**config.mk**
```make
export PLATFORM = sky130hd
export DESIGN_NAME = fp_host_ctrl
export DESIGN_NICKNAME = d
export VERILOG_FILES = /design/src/rtl/fp_ctrl_pkg.sv /design/src/rtl/fp_host_ctrl_counter.sv /design/src/rtl/fp_host_ctrl.sv
export SDC_FILE = /design/constraint.sdc
export NUM_CORES = 1
export LEC_CHECK = 0
export ABC_AREA = 1
export CAP_MARGIN = 0
export CELL_PAD_IN_SITES_DETAIL_PLACEMENT = 1
export CELL_PAD_IN_SITES_GLOBAL_PLACEMENT = 2
export CORE_UTILIZATION = 21
export CTS_CLUSTER_SIZE = 20
export DETAILED_ROUTE_END_ITERATION = 7
export PLACE_DENSITY = 0.83
export SYNTH_ARGS = -nofsm -noshare
export SYNTH_HDL_FRONTEND = slang
export SYNTH_SLANG_ARGS = --single-unit
```
**constraint.sdc**
```tcl
create_clock -name clk -period 4.23 [get_ports clk]
set_input_delay 0.6345 -clock clk [delete_from_list [all_inputs] [get_ports clk]]
set_output_delay 0.6345 -clock clk [all_outputs]
set_load 0.01 [all_outputs]
```
**src/rtl/fp_ctrl_pkg.sv**
```systemverilog
// Shared encodings for the fp_pipeline host controller: command ops, FSM states,
// load targets and memory depths.
package fp_ctrl_pkg;

   localparam int RUN_W_DEF        = 16;
   localparam int DEPTH_IMEM_DEF   = 4096;
   localparam int DEPTH_SCALAR_DEF = 64;
   localparam int DEPTH_BATCH_DEF  = 512;
   localparam int DEPTH_ENC_DEF    = 512;

   localparam logic [2:0] OP_LOAD_IMEM   = 3'd0;
   localparam logic [2:0] OP_LOAD_SCALAR = 3'd1;
   localparam logic [2:0] OP_LOAD_BATCH  = 3'd2;
   localparam logic [2:0] OP_RUN         = 3'd3;
   localparam logic [2:0] OP_READ_ENC    = 3'd4;

   localparam logic [2:0] ST_IDLE    = 3'd0;
   localparam logic [2:0] ST_LOAD    = 3'd1;
   localparam logic [2:0] ST_RUN     = 3'd2;
   localparam logic [2:0] ST_RD_ADDR = 3'd3;
   localparam logic [2:0] ST_RD_WAIT = 3'd4;
   localparam logic [2:0] ST_RD_OUT  = 3'd5;
   localparam logic [2:0] ST_FINISH  = 3'd6;

   typedef enum logic [1:0] {
      TGT_IMEM   = 2'd0,
      TGT_SCALAR = 2'd1,
      TGT_BATCH  = 2'd2,
      TGT_ENC    = 2'd3
   } target_e;

   function automatic logic is_legal_op(input logic [2:0] op);
      return op <= OP_READ_ENC;
   endfunction

   // Memory a command addresses; RUN has no target and maps to TGT_ENC harmlessly.
   function automatic target_e op_target(input logic [2:0] op);
      case (op)
         OP_LOAD_IMEM:   return TGT_IMEM;
         OP_LOAD_SCALAR: return TGT_SCALAR;
         OP_LOAD_BATCH:  return TGT_BATCH;
         default:        return TGT_ENC;
      endcase
   endfunction

   function automatic logic [11:0] wrap_inc(input logic [11:0] addr, input int depth);
      return (int'(addr) >= depth - 1) ? 12'd0 : addr + 12'd1;
   endfunction

endpackage

```
**src/rtl/fp_host_ctrl_counter.sv**
```systemverilog
// Loadable down-counter used to time the RUN phase; last flags the final cycle.
module fp_host_ctrl_counter
   import fp_ctrl_pkg::*;
#(
   parameter int WIDTH = RUN_W_DEF
) (
   input  logic             clk,
   input  logic             reset,
   input  logic             load,
   input  logic [WIDTH-1:0] load_val,
   input  logic             dec,
   output logic             last
);

   logic [WIDTH-1:0] count;

   always_ff @(posedge clk) begin
      if (reset) begin
         count <= '0;
      end else if (load) begin
         count <= load_val;
      end else if (dec && (count != '0)) begin
         count <= count - WIDTH'(1);
      end
   end

   assign last = (count == WIDTH'(1));

endmodule

```
**src/rtl/fp_host_ctrl.sv**
```systemverilog
// Host-side command controller for fp_pipeline: streams program/data loads,
// times pipeline runs and streams the encoded result memory back out.
module fp_host_ctrl
   import fp_ctrl_pkg::*;
#(
   parameter int RUN_W        = RUN_W_DEF,
   parameter int DEPTH_IMEM   = DEPTH_IMEM_DEF,
   parameter int DEPTH_SCALAR = DEPTH_SCALAR_DEF,
   parameter int DEPTH_BATCH  = DEPTH_BATCH_DEF,
   parameter int DEPTH_ENC    = DEPTH_ENC_DEF
) (
   input  logic             clk,
   input  logic             reset,

   input  logic             cmd_valid,
   output logic             cmd_ready,
   input  logic [2:0]       cmd_op,
   input  logic [RUN_W-1:0] cmd_len,

   input  logic             in_valid,
   output logic             in_ready,
   input  logic [31:0]      in_data,

   output logic             out_valid,
   input  logic             out_ready,
   output logic [15:0]      out_data,

   output logic             busy,
   output logic             done,
   output logic             err,

   output logic             pipe_en,
   output logic             imem_we,
   output logic             imem_re,
   output logic [11:0]      imem_addr,
   output logic [31:0]      imem_data,
   output logic             dmem_we_external_scalar,
   output logic             dmem_re_external_scalar,
   output logic [5:0]       dmem_addr_scalar,
   output logic [15:0]      dmem_data_scalar,
   output logic             dmem_we_external_batch,
   output logic             dmem_re_external_batch,
   output logic [8:0]       dmem_addr_batch,
   output logic [15:0]      dmem_data_batch,
   output logic             dmem_we_external_encoded,
   output logic             dmem_re_external_encoded,
   output logic [8:0]       dmem_addr_encoded,
   output logic [15:0]      dmem_data_encoded,
   input  logic [15:0]      dmem_out_encoded
);

   logic [2:0]       state;
   target_e          target_q;
   logic [RUN_W-1:0] remaining;
   logic [11:0]      addr_q;
   logic             accept;
   logic             beat;
   logic             run_last;

   function automatic int depth_of(input target_e t);
      case (t)
         TGT_IMEM:   return DEPTH_IMEM;
         TGT_SCALAR: return DEPTH_SCALAR;
         TGT_BATCH:  return DEPTH_BATCH;
         default:    return DEPTH_ENC;
      endcase
   endfunction

   // Unknown read data is replaced by zero in simulation so X never leaks downstream.
   function automatic logic [15:0] scrub(input logic [15:0] d);
`ifndef SYNTHESIS
      if ($isunknown(d)) return 16'h0000;
`endif
      return d;
   endfunction

   assign accept = cmd_valid && (state == ST_IDLE);
   assign beat   = in_valid && (state == ST_LOAD);

   fp_host_ctrl_counter #(.WIDTH(RUN_W)) u_run_cnt (
      .clk      (clk),
      .reset    (reset),
      .load     (accept && (cmd_op == OP_RUN)),
      .load_val (cmd_len),
      .dec      (state == ST_RUN),
      .last     (run_last)
   );

   // NOTE: state uses non-blocking assignments only; the memories behind these
   // ports are never cleared on reset, only the control state is.
   always_ff @(posedge clk) begin
      if (reset) begin
         state     <= ST_IDLE;
         target_q  <= TGT_IMEM;
         remaining <= '0;
         addr_q    <= '0;
         out_valid <= 1'b0;
         out_data  <= '0;
         err       <= 1'b0;
      end else begin
         case (state)
            ST_IDLE: begin
               if (accept) begin
                  if (!is_legal_op(cmd_op)) begin
                     err <= 1'b1;
                  end else begin
                     target_q  <= op_target(cmd_op);
                     remaining <= cmd_len;
                     addr_q    <= '0;
                     if (cmd_len == '0)              state <= ST_FINISH;
                     else if (cmd_op == OP_RUN)      state <= ST_RUN;
                     else if (cmd_op == OP_READ_ENC) state <= ST_RD_ADDR;
                     else                            state <= ST_LOAD;
                  end
               end
            end
            ST_LOAD: begin
               if (beat) begin
                  addr_q    <= wrap_inc(addr_q, depth_of(target_q));
                  remaining <= remaining - RUN_W'(1);
                  if (remaining == RUN_W'(1)) state <= ST_FINISH;
               end
            end
            ST_RUN: begin
               if (run_last) state <= ST_FINISH;
            end
            ST_RD_ADDR: state <= ST_RD_WAIT;
            ST_RD_WAIT: begin
               out_data  <= scrub(dmem_out_encoded);
               out_valid <= 1'b1;
               state     <= ST_RD_OUT;
            end
            ST_RD_OUT: begin
               if (out_ready) begin
                  out_valid <= 1'b0;
                  addr_q    <= wrap_inc(addr_q, DEPTH_ENC);
                  remaining <= remaining - RUN_W'(1);
                  state     <= (remaining == RUN_W'(1)) ? ST_FINISH : ST_RD_ADDR;
               end
            end
            ST_FINISH: state <= ST_IDLE;
            default:   state <= ST_IDLE;
         endcase
      end
   end

   assign cmd_ready = (state == ST_IDLE);
   assign in_ready  = (state == ST_LOAD);
   assign busy      = (state != ST_IDLE);
   assign done      = (state == ST_FINISH);
   assign pipe_en   = (state == ST_RUN);
   assign imem_re   = 1'b0;

   // NOTE: every output gets a default first so no path through the case infers a latch.
   always_comb begin
      imem_we                  = 1'b0;
      imem_addr                = '0;
      imem_data                = '0;
      dmem_we_external_scalar  = 1'b0;
      dmem_re_external_scalar  = 1'b0;
      dmem_addr_scalar         = '0;
      dmem_data_scalar         = '0;
      dmem_we_external_batch   = 1'b0;
      dmem_re_external_batch   = 1'b0;
      dmem_addr_batch          = '0;
      dmem_data_batch          = '0;
      dmem_we_external_encoded = 1'b0;
      dmem_re_external_encoded = 1'b0;
      dmem_addr_encoded        = '0;
      dmem_data_encoded        = '0;

      if (beat) begin
         case (target_q)
            TGT_IMEM: begin
               imem_we   = 1'b1;
               imem_addr = addr_q;
               imem_data = in_data;
            end
            TGT_SCALAR: begin
               dmem_we_external_scalar = 1'b1;
               dmem_addr_scalar        = addr_q[5:0];
               dmem_data_scalar        = in_data[15:0];
            end
            TGT_BATCH: begin
               dmem_we_external_batch = 1'b1;
               dmem_addr_batch        = addr_q[8:0];
               dmem_data_batch        = in_data[15:0];
            end
            default: begin
               dmem_we_external_encoded = 1'b1;
               dmem_addr_encoded        = addr_q[8:0];
               dmem_data_encoded        = in_data[15:0];
            end
         endcase
      end

      if (state == ST_RD_ADDR) begin
         dmem_re_external_encoded = 1'b1;
         dmem_addr_encoded        = addr_q[8:0];
      end
   end

endmodule

```
# [Word level (Yosys, flattened, before mapping)]
# Cells that the tools add are included.
[totals] regBits=67 in_bits=72 out_inout_bits=147 wordCells=113
[op_classes] addsub=4 n_lt_le_gt_ge=3 eq_ne=20 mux=58 n_bitwise=1 n_reduce_logical=19
[ops] cell="16-bit 2-to-1 mux" count=12
[ops] cell="32-bit 2-to-1 mux" count=5
[ops] cell="12-bit 2-to-1 mux" count=8
[ops] cell="16-bit case mux with 3 select lines" count=1
[ops] cell="9-bit 2-to-1 mux" count=5
[ops] cell="12-bit case mux with 3 select lines" count=1
[ops] cell="16-bit by 1-bit equality test with 1-bit output (second input constant)" count=2
[ops] cell="13-bit by 32-bit greater-or-equal comparator with 1-bit output" count=1
[ops] cell="16-bit by 1-bit subtractor with 16-bit output (second input constant)" count=2
[ops] cell="32-bit by 2-bit subtractor with 32-bit output (second input constant)" count=1
[ops] cell="13-bit case mux with 2 select lines" count=1
[ops] cell="3-bit 2-to-1 mux" count=8
[ops] cell="3-bit case mux with 6 select lines" count=1
[ops] cell="16-bit zero test" count=1
[ops] cell="16-bit nonzero test" count=1
[ops] cell="12-bit by 1-bit adder with 12-bit output (second input constant)" count=1
[ops] cell="3-bit by 2-bit equality test with 1-bit output (second input constant)" count=4
[ops] cell="3-bit equality test (second input constant)" count=4
[ops] cell="12-bit by 9-bit greater-or-equal comparator with 1-bit output (second input constant)" count=1
[ops] cell="6-bit 2-to-1 mux" count=2
[ops] cell="1-bit 2-to-1 mux" count=10
[ops] cell="2-bit by 1-bit inequality test with 1-bit output (second input constant)" count=4
[ops] cell="3-bit by 1-bit equality test with 1-bit output (second input constant)" count=2
[ops] cell="3-bit zero test" count=2
[ops] cell="other kinds (17)" count=25

# [Longest topological paths before layout]
# Gate-level depths: netlist of run 1.
[depth] word_depth=10 depth_mapped=13 ltp_nobuf=12

# [By module]
# From an unflattened synthesis of run 1, not the netlist that was laid out.
[unflattened] hier_cells=883 area_unflattened_um2=5052.3
[by_module_without_submodules] module="fp_host_ctrl" n_inst=1 cells_per_inst=670 area_per_inst_um2=3784.9 seq_area_each_um2=1021.0
[by_module_without_submodules] module="fp_host_ctrl_counter" n_inst=1 cells_per_inst=213 area_per_inst_um2=1267.5 seq_area_each_um2=320.3

# [Least setup slack after synthesis of run 1]
# Ideal clock, no wire load.
[synth_timing] path_kind="input port to output port" from="input port in_valid" to="output port dmem_addr_scalar[0]" t_arrival_ps=1670 required_ps=3595 setup_slack_ps=1925 cell_stages=8 n_path_buf=2 cell_sequence="inv_1 -> nor2_1 -> inv_2 -> buf_2 -> nor2_1 -> inv_1 -> buf_2 -> nor2_1"
[synth_via] elab_chain_cells=2
[synth_rtl] item="start: declaration" line="fp_host_ctrl.sv:20" rtl="input logic in_valid,"
[synth_rtl] item="1-bit logical AND" line="fp_host_ctrl.sv:78" rtl="assign beat = in_valid && (state == ST_LOAD);"
[synth_rtl] item="6-bit 2-to-1 mux" line="fp_host_ctrl.sv:172" rtl="if (beat) begin"
[synth_rtl] item="end: declaration" line="fp_host_ctrl.sv:39" rtl="output logic [5:0] dmem_addr_scalar,"
# No other way between the ends.

# [Worst setup path in the final report of run 1]
[layout_timing] from="input port in_valid" to="output port dmem_data_encoded[12]"
[layout_via] elab_chain_cells=2
[layout_rtl] item="1-bit logical AND" line="fp_host_ctrl.sv:78"
[layout_rtl] item="16-bit 2-to-1 mux" line="fp_host_ctrl.sv:172"
[layout_rtl] item="end: declaration" line="fp_host_ctrl.sv:48" rtl="output logic [15:0] dmem_data_encoded,"
# No other way between the ends.

==> results of run 1 <==
worst max-delay path: stages:
cell and delay [ns]:
clkdlybuf4s50_1 0.46, inv_1 0.05, nor2_1 0.16, inv_2 0.19, nor3_2 0.26, inv_1 0.32
nor2_1 0.17, clkdlybuf4s50_1 0.57
through the flow:
| stage | setup WS, ns | instances | area (µm²) | hold slack [ns] |
|---|---|---|---|---|
| 2_1_floorplan | 1.93 | 846 | 4760 | 0.443 |
| 3_3_place_gp | 0.799 | 1318 | 7160 | 0.452 |
| 3_5_place_dp | 0.755 | 1318 | 7160 | 0.462 |
| 4_1_cts | 0.740 | 1334 | 7470 | 0.475 |
| 5_1_grt | 0.525 | 1334 | 7470 | 0.488 |
| 6_report | 0.761 | 1334 | 7470 | 0.467 |
flip-flops by register name, summed over array words and instances (netlist names):
signal           cells
state                3
out_valid            1
addr_q              12
out_data            16
remaining           16
u_run_cnt.count     16
err                  1
target_q             2
Yosys cell counts, types with 2 or more instances:
master and n:
a21oi_1 34, nand3_1 57, nand2_2 5, a211oi_1 2, buf_6 4, inv_1 104, buf_1 2, nand4_1 7
inv_2 7, or2_2 4, xor2_1 5, nor2_1 249, nor3_1 11, dfxtp_1 67, clkbuf_1 13, buf_2 8
o21ai_0 55, xnor2_1 6, buf_4 3, nand2_1 173, nor2_2 5, o21ai_1 2, ha_1 10
area by class of cell:
| class | instances | area (µm²) | share of cell area [%] |
|---|---|---|---|
| Clock buffer | 10 | 239 | 3.20 |
| Clock inverter | 6 | 72.6 | 0.972 |
| Inverter | 112 | 420 | 5.63 |
| Multi-Input combinational cell | 637 | 2840 | 38.0 |
| Sequential cell | 67 | 1340 | 18.0 |
| Tap cell | 280 | 350 | 4.69 |
| Timing Repair Buffer | 222 | 2200 | 29.5 |
where the power goes:
group,internal [W],switching (W)
Combinational,0.000923,0.00161
Clock,0.000479,0.000315
Sequential,0.000821,0.000169
Total,0.00222,0.00209
path summary, 6_finish.rpt:
path                            slack, ns  cells after the start                     to  startpoint
worst max register to register       1.51                      9           remaining[4]    state[0]
worst max-delay path                 0.76                      8  dmem_data_encoded[12]    in_valid
worst min-delay path                 0.47                      1                    err         err
worst min register to register       0.47                      1                    err         err
layer usage:
metal	vias to the layer above	GRT usage, %	wire length [µm]
li1	3017	-	-
met1	2664	19.8	8510
met2	130	29.9	9370
met3	25	3.33	849
met4	0	6.25	384
met5	-	0	0
cells in the final DEF (no fill, tap or decap), types with 7 or more instances in the layout:
| cell type | count |
|---|---|
| clkdlybuf4s50_1 | 215 |
| nand2_1 | 173 |
| buf_4 | 7 |
| nor2_1 | 249 |
| nor3_1 | 11 |
| a21oi_1 | 34 |
| nand3_1 | 57 |
| inv_2 | 7 |
| o21ai_0 | 55 |
| dfxtp_1 | 67 |
| ha_1 | 10 |
| nand4_1 | 7 |
| clkbuf_16 | 9 |
| inv_1 | 104 |
logic make-up (layout without fill, tap and decap cells):
kind of cell | after synthesis | after routing | synth area share (%)
other cells | 1 | 3 | 0.0788
simple gates | 515 | 515 | 44.2
fa+ha+maj | 10 | 10 | 2.63
buf+inv | 142 | 350 | 12.3
flops | 67 | 67 | 28.2
compound gates | 98 | 98 | 10.6
xor+xnor | 11 | 11 | 2.03
==> impl.org, run 1 <==
** Status
- Outcome :: complete, but fails checks
- The checks that failed: design-rule violations.

** Setup path
- Crit-path max FO :: 20
- At the worst endpoint, the arrival time is about 2.8 ns.
- For the worst setup path, the data required time is 3.60 ns.
- STA classifies the critical path endpoint as a primary output.
- The worst setup path is launched from an input pin.
- Worst Path Class, Setup :: in -> out

** Layout
- Count of nets after finishing :: 1131
- Fraction of layout cells with a size suffix above 1 :: between 4 and 5%
- Fill cells in the final layout number around 2800.
- Relative to the synthesized area, the layout overhead comes to 57.0%.
- Once layout is complete, the utilization of the core stands at about a third.
- 0 antenna diodes ended up in the layout.

** Clock network
- Clock-pin slew of the registers on the worst-case setup and hold paths :: roughly 0.06 ns
- Later-pin clock latency in the skew report :: 0.34 ns
- TritonCTS built the clock tree.
- For this design, the sink count on the clock tree is 67.
- Number of hold buffers added after cts :: 0
- Total setup buffers inserted after CTS :: 0
- Once the clock tree was built, the resizer swapped 0 gates to a different size.
- Htree depth :: 3
- Clock tree root driver cell :: clkbuf_16
- Number of buffers on the longest clock path :: 2
- Number of buffers added by the clock tree synthesis step :: 9

** Synth
- Post-Syn Instances :: roughly 840
- In this run the cell area of the synthesized design comes to approximately 0.0048 mm².
- Yosys cell types :: 34
- Of all cell types, the one taking the most synthesized area is dfxtp_1.
- The Yosys step of the flow raised 0 warnings.
- Sequential elements use between 20% and 30% of the synthesized area.
- In this run, synthesis inferred 0 flip-flops with an integrated enable.
- Post-synthesis sequential element count :: between 60 and 70
- Ranked by total cell area, the synthesized netlist is headed by dfxtp_1, nor2_1, nand2_1, inv_1, nand3_1.
- Dividing the synthesized area by the synthesized cell count gives roughly 5.6 µm².
- Summed over its instances, the top area cell type makes up between 20 and 30% of the synthesized netlist area.
- Share of synthesized flip-flops with an asynchronous set or reset :: 0%
- Dominant synthesized flop cell :: dfxtp_1

** Floorplanning
- After floorplanning, the core was divided into 54 placement rows.
- Initial cell density of the core :: between 20% and 30%
- Placeable core region :: ~0.022 mm²
- DIE HEIGHT :: around 150 µm
- The die is between 150 and 200 µm wide.
- approximately 220 I/O pins were placed.
- DIE AREA :: between 0.02 and 0.025 mm²

** Route
- In the routed design, unresolved DRC markers number 12.
- First drt pass iteration count :: 7
- 1st-iter DRT viols :: 262
- Vias :: 5836
- The count of nets left with antenna violations once routing finished came out at 0.
- Using the TritonRoute via totals, the vias-per-cell ratio works out to ~4.4.
- The final layout contains routed wiring with a total length of approximately 19000 µm.
- In the final routed layout, each cell accounts on average for roughly 14 µm.

** Power and ir drop
- Final Power :: about 0.0043 W
- The analysis attributes to cell leakage a power of between 3 and 4 nW.
- In this run the power density over the cells is between 500 and 600 mW/mm².
- Worst-case vdd ir drop :: 0.237 mV

** STA
- Measured against its own limit, the worst slew margin works out to 38.8%.
- For the pin with the worst max-slew slack, the measured transition is 0.918 ns.
- Final total negative setup slack :: 0 ns
- In the finished design, the share of the clock period the worst path needs comes to about 82%.
- Total of endpoints with negative setup slack in the final report :: 0
- Setup repair after global routing left no endpoint under its margin.
- On the final layout, the worst clock skew is roughly 0.0077 ns.
- Post-route minimum period :: 3.47 ns
- Hold Fails Final Rpt :: 0
- Fin. max-slew vios :: 0
- For this run, the top clock speed supported by timing is roughly 290 MHz.

** Global routing
- Vias in the first global route :: ~6000
- Initial antenna violation count :: 0
- Global router's overall resource usage :: approximately 17%
- First-pass GRT wire length :: around 32000 µm
- The total overflow left after global routing is 0.
- Entering global routing, the biggest net connects 28 pins.

** Placed design
- Routability-driven placement finished with a final weighted congestion of 0.777.
- Number of buffers added on ports :: roughly 220
- Detailed placer's ending HPWL :: about 15000 µm

** Flow run
- Max-capacitance violation count :: 0

** Min path
- The worst hold path belongs to the class reg -> reg.
Note: power is estimated with default switching activity, not from simulation.
==> inputs of run 2 (changes only) <==
Settings changed: CORE_UTILIZATION 21 to 18, PLACE_DENSITY 0.83 to 0.76.
Clock period 4.23 ns to 3.1 ns, I/O delays scaled along.
==> run 2 against run 1 <==
Net effect: the run now ends clean; sequential power up 36%; sequential cell count is the same; cell area increased by 2.3%; global-route usage down 2.3 points; die area rose by 16%; critical path depth is 1 higher; via count is 0.50% lower; worst setup slack lost 0.59 ns; critical path type is now reg -> out; largest cell class unchanged; largest power group unchanged; highest routed layer unchanged.
==> impl.org, run 2 (synthesis gave the netlist of run 1 again) <==
** Clock network
- Later-pin clock latency in the skew report :: 0.35 ns
- Number of buffers added by the clock tree synthesis step :: 9
- Htree depth :: 3
- Clock tree root driver cell :: clkbuf_16
- TritonCTS built the clock tree.
- Number of sinks driven by the clock tree :: 67
- Clock-pin slew of the registers on the worst-case setup and hold paths :: 0.07 ns
- Number of buffers on the longest clock path :: 2

** Route
- After detailed routing, the number of vias per cell comes to 4.16.
- Vias :: around 5800
- Highest layer used for signal routing :: met4
- For this block, wires on met1 add up to between 8000 and 9000 µm.
- Summed over all nets, wire length on met2 after detailed routing comes to between 9000 and 10000 µm.
- In the routed design, unresolved DRC markers number 0.
- Total wire length after detailed routing :: about 20000 µm
- In the final routed layout, each cell accounts on average for roughly 14 µm.
- The first detailed-routing pass took 4 iterations.
- The detail route stage leaves a number of antenna-violating nets equal to 0.
- The routed design uses 838 µm of met3 wire.
- The detailed router finished its first iteration with 286 violations.

** Global routing
- Vias in the first global route :: between 5000 and 6000
- Initial antenna violation count :: 0
- Global router's overall resource usage :: roughly 14%
- First-pass GRT wire length :: roughly 31000 µm
- Maximum number of pins on one net before global-route repair :: 34
- Grt total ovfl :: 0

** Power and ir drop
- Of the total power, the share spent switching nets is a little under half.
- Summed over all cells, the static leakage comes to approximately 3.3 nW.
- For this design the ratio of total power to cell area is roughly 790 mW/mm².
- The share of total power dissipated in the clock network is 19.6%.
- Sequential cells account for 22.5% of the total power.
- IR analysis of the VDD net gives a maximum drop of roughly 0.28 mV.
- Switch Pwr :: 0.00288 W
- Overall power consumption after layout is estimated at 0.00603 W.
- Power share of the combinational group :: between 50 and 60%
- The internal power of the cells totals around 0.0032 W.

** STA
- Dividing the final minimum period by the clock period gives roughly 94%.
- Final total negative setup slack :: 0 ns
- Measured against its own limit, the worst slew margin works out to between 50% and 60%.
- Slew at the pin with the worst max-slew slack :: between 0.6 and 0.7 ns
- Setup violations remaining at the end of the flow were counted as 0.
- Post-route minimum period :: ~2.9 ns
- Unrepaired setup endpoints after global routing :: no
- Achievable clock frequency :: between 300 and 400 MHz
- The max-slew violation count came to 0.
- Clock Skews :: approximately 0.011 ns
- The total count of hold-check failures in the final report is 0.

** Setup path
- Longest individual stage delay on the worst path :: between 0.5 and 0.6 ns
- Data arrival, critical path :: 2.46 ns
- Crit-path max FO :: 16
- WP data required :: around 2.6 ns
- The worst setup path is launched from a flop.
- For this design, the slowest cell found on the critical path is clkdlybuf4s50_1.
- The worst setup path is of the reg -> out kind.
- Ordered cell list for the critical path :: inv_2, nand3_1, nor2_2, inv_2, nor3_4, clkinvlp_4, buf_4, nor2_1, clkdlybuf4s50_1
- Cell seen most often among critical-path stages :: inv_2
- The worst setup path is captured at a primary output.

** Floorplanning
- Row generation in the floorplan step produced 59 rows.
- ~220 I/O pins were placed.
- DIE AREA :: between 0.02 and 0.03 mm²
- The die is about 160 µm wide.
- The core region is 0.0260 mm².
- DIE HEIGHT :: approximately 160 µm
- Initial cell density of the core :: 18.3%

** Flow run
- Max-capacitance violation count :: 0

** Layout
- Layout Area Growth over Synthesis :: 60.6%
- Cells with a size suffix above 1 make up under 10% of the layout.
- After the last flow step, the layout net total stands at 1139.
- Once layout is done, the placed cells without fillers occupy between 0.007 and 0.008 mm².
- Post-route core utilization :: 29.4%
- In the final layout, the registers with the most flip-flops are out_data x16, remaining x16, u_run_cnt.count x16.
- Leaving out fill and tap cells, the most frequent cells in the layout are nor2_1, clkdlybuf4s50_1, nand2_1, inv_1, dfxtp_1.
- Final antenna diode count :: 0
- Most frequent standard cell in the layout excluding fill and tap cells :: nor2_1

** Placed design
- The HPWL after detailed placement is 15700 µm.
- During placement, the flow inserted port buffers numbering ~220.
- The placed instances occupy a cell area of 0.00729 mm².
- Final weighted congestion in routability-driven placement :: roughly 0.8

** Min path
- In this run the worst hold path is classified as reg -> reg.

** Status
- The flow ran to the end, and the final reports show no timing, DRC or antenna violations.
==> run 2: cell count changes in the layout (fill, tap and decap cells not counted), sizes merged <==
cell,change
clkbuf,-1
clkinvlp,+1
bufinv,+1
inv,+1
buf,+8
clkinv,-2
==> run 2: timing repair <==
action / 4_1_cts / 5_1_grt
resized for setup: 0 / 3
buffers inserted: 0 / 1
endpoints found under the setup margin: 0 / 14
hold buffers: 0 / 0
==> run 2: critical path: cells and delay by family (launching register included) <==
kind	cells	cell delay, ns
simple gates	4	0.65
flops	1	0.36
buf+inv	5	1.10
==> run 2: worst paths after layout <==
check                                    from                   end  slack [ns]  cells after the start
worst min register to register  remaining[15]         remaining[15]        0.49                      2
worst max register to register    target_q[0]             addr_q[2]        0.95                     13
worst min-delay path            remaining[15]         remaining[15]        0.49                      2
worst max-delay path                 state[2]  dmem_data_encoded[3]        0.17                      9
==> run 2: metal layers <==
| layer | track usage (%) | up-vias |
|---|---|---|
| li1 | - | 3026 |
| met1 | 17.8 | 2655 |
| met2 | 25.2 | 106 |
| met3 | 3.37 | 20 |
| met4 | 3.71 | 0 |
| met5 | 0 | - |
==> run 2: power by group through the flow <==
stage	clock [W]	sequential [W]	combinational [W]
2_1_floorplan	0	0.00133	0.00245
3_3_place_gp	0	0.00136	0.00352
3_5_place_dp	0	0.00137	0.00354
4_1_cts	0.00122	0.00135	0.00357
5_1_grt	0.00126	0.00139	0.00395
6_report	0.00118	0.00135	0.00350
==> run 2: stage by stage <==
stage | worst slack [ns] | std cells | hold slack, ns
final | 0.173 | 1397 | 0.486
after global routing | 0.0139 | 1397 | 0.498
after CTS | 0.102 | 1396 | 0.487
after detailed placement | 0.195 | 1380 | 0.468
after global placement | 0.287 | 1380 | 0.456
after floorplan | 0.907 | 846 | 0.443
==> run 2: cell type report <==
class / instances / area (µm²)
clock inverters: 7 / 105
fillers: 3326 / 18300
multi-input cells: 637 / 2850
clock buffers: 9 / 225
inverters: 112 / 424
repair buffers: 230 / 2280
well taps: 335 / 419
flip-flops and latches: 67 / 1340
==> inputs of run 3 (changes only) <==
Settings changed: CORE_UTILIZATION 18 to 21, PLACE_DENSITY 0.76 to 0.83.
Clock period 3.1 ns to 3.5 ns, I/O delays scaled along.
==> run 3 against run 2 <==
Net effect: the run now ends with design-rule violations left; power shrank 13%; worst setup slack gained 0.054 ns; core utilization grew 4.7 points; register-to-register slack gained 0.35 ns; first-iteration DRC count shrank 9.1%; final cell count shrank 4.1%; non-clock buffer count shrank 3; combinational power shrank 13%; critical path depth shrank 1; critical endpoint is now dmem_data_scalar[9]; largest cell class unchanged.
==> impl.org, run 3 (synthesis gave the netlist of run 1 again) <==
** Layout
- In the final layout, the multi-input gates occupy between 0.002 and 0.003 mm².
- The final layout contains between 1000 and 1500 nets.
- Number of fillers in the final layout :: 2862
- Largest regs :: out_data x16, remaining x16, u_run_cnt.count x16
- Once layout is complete, the utilization of the core stands at roughly 34%.
- The number of antenna diodes in the final layout is 0.
- Leaving out fill and tap cells, the most frequent cells in the layout are nor2_1, clkdlybuf4s50_1, nand2_1, inv_1, dfxtp_1.
- Sequential standard cell area :: approximately 0.0013 mm²
- Layout Area Growth over Synthesis :: 58.0%
- Leaving out fill and tap cells, the most frequent cell in the layout is nor2_1.
- Fraction of layout cells with a size suffix above 1 :: under 10%

** Min path
- Type of the tightest min-delay check :: reg -> reg
- Endpoint of the worst hold path :: remaining[13]
- In this run the most critical hold path is launched from remaining[13].
- WHS Path Cells :: 2

** Clock network
- TritonCTS built the clock tree.
- Number of buffers added by the clock tree synthesis step :: 9
- The clock tree synthesis step divided the H-tree into 3 levels.
- Clock-pin slew was measured on the worst setup and hold paths at about 0.06 ns.
- The clock passes through at most 2 buffers.
- After clock tree synthesis, the flow added hold-fix buffers numbering 0.
- Clock tree synthesis found a total of 67 sinks.
- In this run the clock root is driven by a clkbuf_16.
- The later pin in the worst-skew pair is clocked with a latency of 0.34 ns.

** STA
- Relative slew slack :: about a third
- Slew at the pin with the worst max-slew slack :: 0.977 ns
- The smallest clock period supported by the final layout is computed as between 3 and 4 ns.
- Setup violations remaining at the end of the flow were counted as 0.
- Achievable clock frequency :: around 310 MHz
- Fin. max-slew vios :: 0
- In the finished design, the share of the clock period the worst path needs comes to just over 90%.
- In the post-route analysis, the smallest setup slack over all paths is approximately 0.23 ns.
- Clock Skews :: 0.00928 ns
- Hold Fails Final Rpt :: 0

** Route
- Vias :: between 5000 and 6000
- First drt pass iteration count :: 7
- 1st-iter DRT viols :: 260
- Count of nets left with antenna violations after detail routing :: 0
- After detailed routing, the average wire length per cell comes to 14.6 µm.
- Total wire length after detailed routing :: 19500 µm
- Average via count per standard cell :: about 4.3
- In the routed design, unresolved DRC markers number 12.

** Floorplanning
- Number of placement rows :: 54
- Die span in x :: around 150 µm
- DIE AREA :: approximately 0.023 mm²
- From bottom edge to top edge, the die measures approximately 150 µm.
- Placeable core region :: between 0.02 and 0.025 mm²
- Initial cell density of the core :: ~22%
- In this run the count of I/O pins placed on the die edge is around 220.

** Power and ir drop
- Total power for the finished layout comes to 0.00523 W.
- VDD sags by at most just over 0.3 mV.
- Summed over all cells, the static leakage comes to ~3.3 nW.
- Total power per unit cell area :: between 600 and 700 mW/mm²

** Placed design
- Post-Place Setup Slack :: approximately 0.31 ns
- At the end of routability-driven placement, the weighted congestion stood at 0.789.
- Detailed placer's ending HPWL :: approximately 15000 µm
- In this run the tool buffered the top-level ports with about 220 buffer cells.

** Status
- Outcome :: complete, but fails checks
- Violated checks :: design-rule violations

** Setup path
- Slowest cell on crit path :: clkdlybuf4s50_1
- For the worst setup path, the data arrival time is approximately 2.8 ns.
- Of all nets on the critical path, the largest fanout is 20.
- Across all register-to-register paths, the minimum setup slack is 1.30 ns.
- The largest single stage delay on the critical path is roughly 0.55 ns.
- In this run the critical register-to-register path is launched from target_q[0].
- STA puts the critical path data required time at 2.97 ns.
- The worst setup path is of the in -> out kind.
- Endpoint class of the critical path :: primary output
- Reg2reg path depth :: 13
- Ordered cell list for the critical path :: clkdlybuf4s50_1, inv_1, nor2_1, inv_2, nor2_2, clkinvlp_4, nor2_1, clkdlybuf4s50_1
- Startpoint type of the worst setup path :: input pin
- Worst reg2reg path endpoint :: addr_q[5]

** Global routing
- Vias in the first global route :: 5707
- Maximum number of pins on one net before global-route repair :: 28
- Global router's overall resource usage :: between 10% and 20%
- Initial antenna violation count :: 0
- For this run the aggregate overflow at the end of global routing stands at 0.
- The first global-routing pass estimated 31300 µm of wire.

** Flow run
- Max-cap violations in this run came to 0.
[run 3: repair_timing]
item / in CTS / in global routing
setup endpoints to repair: 0 / 1
resized for setup: 0 / 3
setup buffers: 0 / 1
[run 3: through the flow]
stage	TNS (ns)	std cells	area [µm²]	hold slack, ns
final	0	1340	7520	0.475
after global routing	-0.0274	1340	7520	0.499
after CTS	0	1338	7490	0.479
after detailed placement	0	1322	7190	0.469
after global placement	0	1322	7190	0.453
after floorplan	0	846	4760	0.443
[run 3: worst max-delay path by stage]
stage / startpoint / end / slack [ns]
after floorplan: target_q[0] / addr_q[2] / 1.31
after global placement: in_valid / dmem_data_scalar[8] / 0.41
after detailed placement: in_valid / dmem_data_scalar[9] / 0.31
after CTS: state[2] / dmem_data_scalar[9] / 0.30
after global routing: state[2] / dmem_data_scalar[0] / -0.01
final: in_valid / dmem_data_scalar[9] / 0.23
[run 3: layer usage]
layer | track usage, % | vias to the layer above | routed length [µm] | share of wire [%]
li1 | - | 3026 | - | -
met1 | 20.4 | 2637 | 8720 | 45
met2 | 29.6 | 115 | 9660 | 49
met3 | 3.27 | 22 | 823 | 4.2
met4 | 4.95 | 0 | 323 | 1.7
met5 | 0 | - | 0 | 0
[run 3: cell type report]
class	instances	share of cell area (%)
clock buffer	9	3.00
clock inverter	7	1.12
inverter	112	5.64
multi-input combinational	637	37.8
sequential	67	17.8
tap	280	4.66
timing repair buffer	227	29.8
timing repair inverter	1	0.0999
[run 3: worst max-delay path: cells and delay by family]
| family | cells | cell delay (ns) |
|---|---|---|
| AND/OR/NAND/NOR | 3 | 0.64 |
| buffers and inverters | 5 | 1.57 |
[run 3: power by group]
part / switching, W / internal, W / total, W
clock network: 0.000404 / 0.000565 / 0.000969
registers: 0.000204 / 0.000992 / 0.00120
logic: 0.00192 / 0.00114 / 0.00306
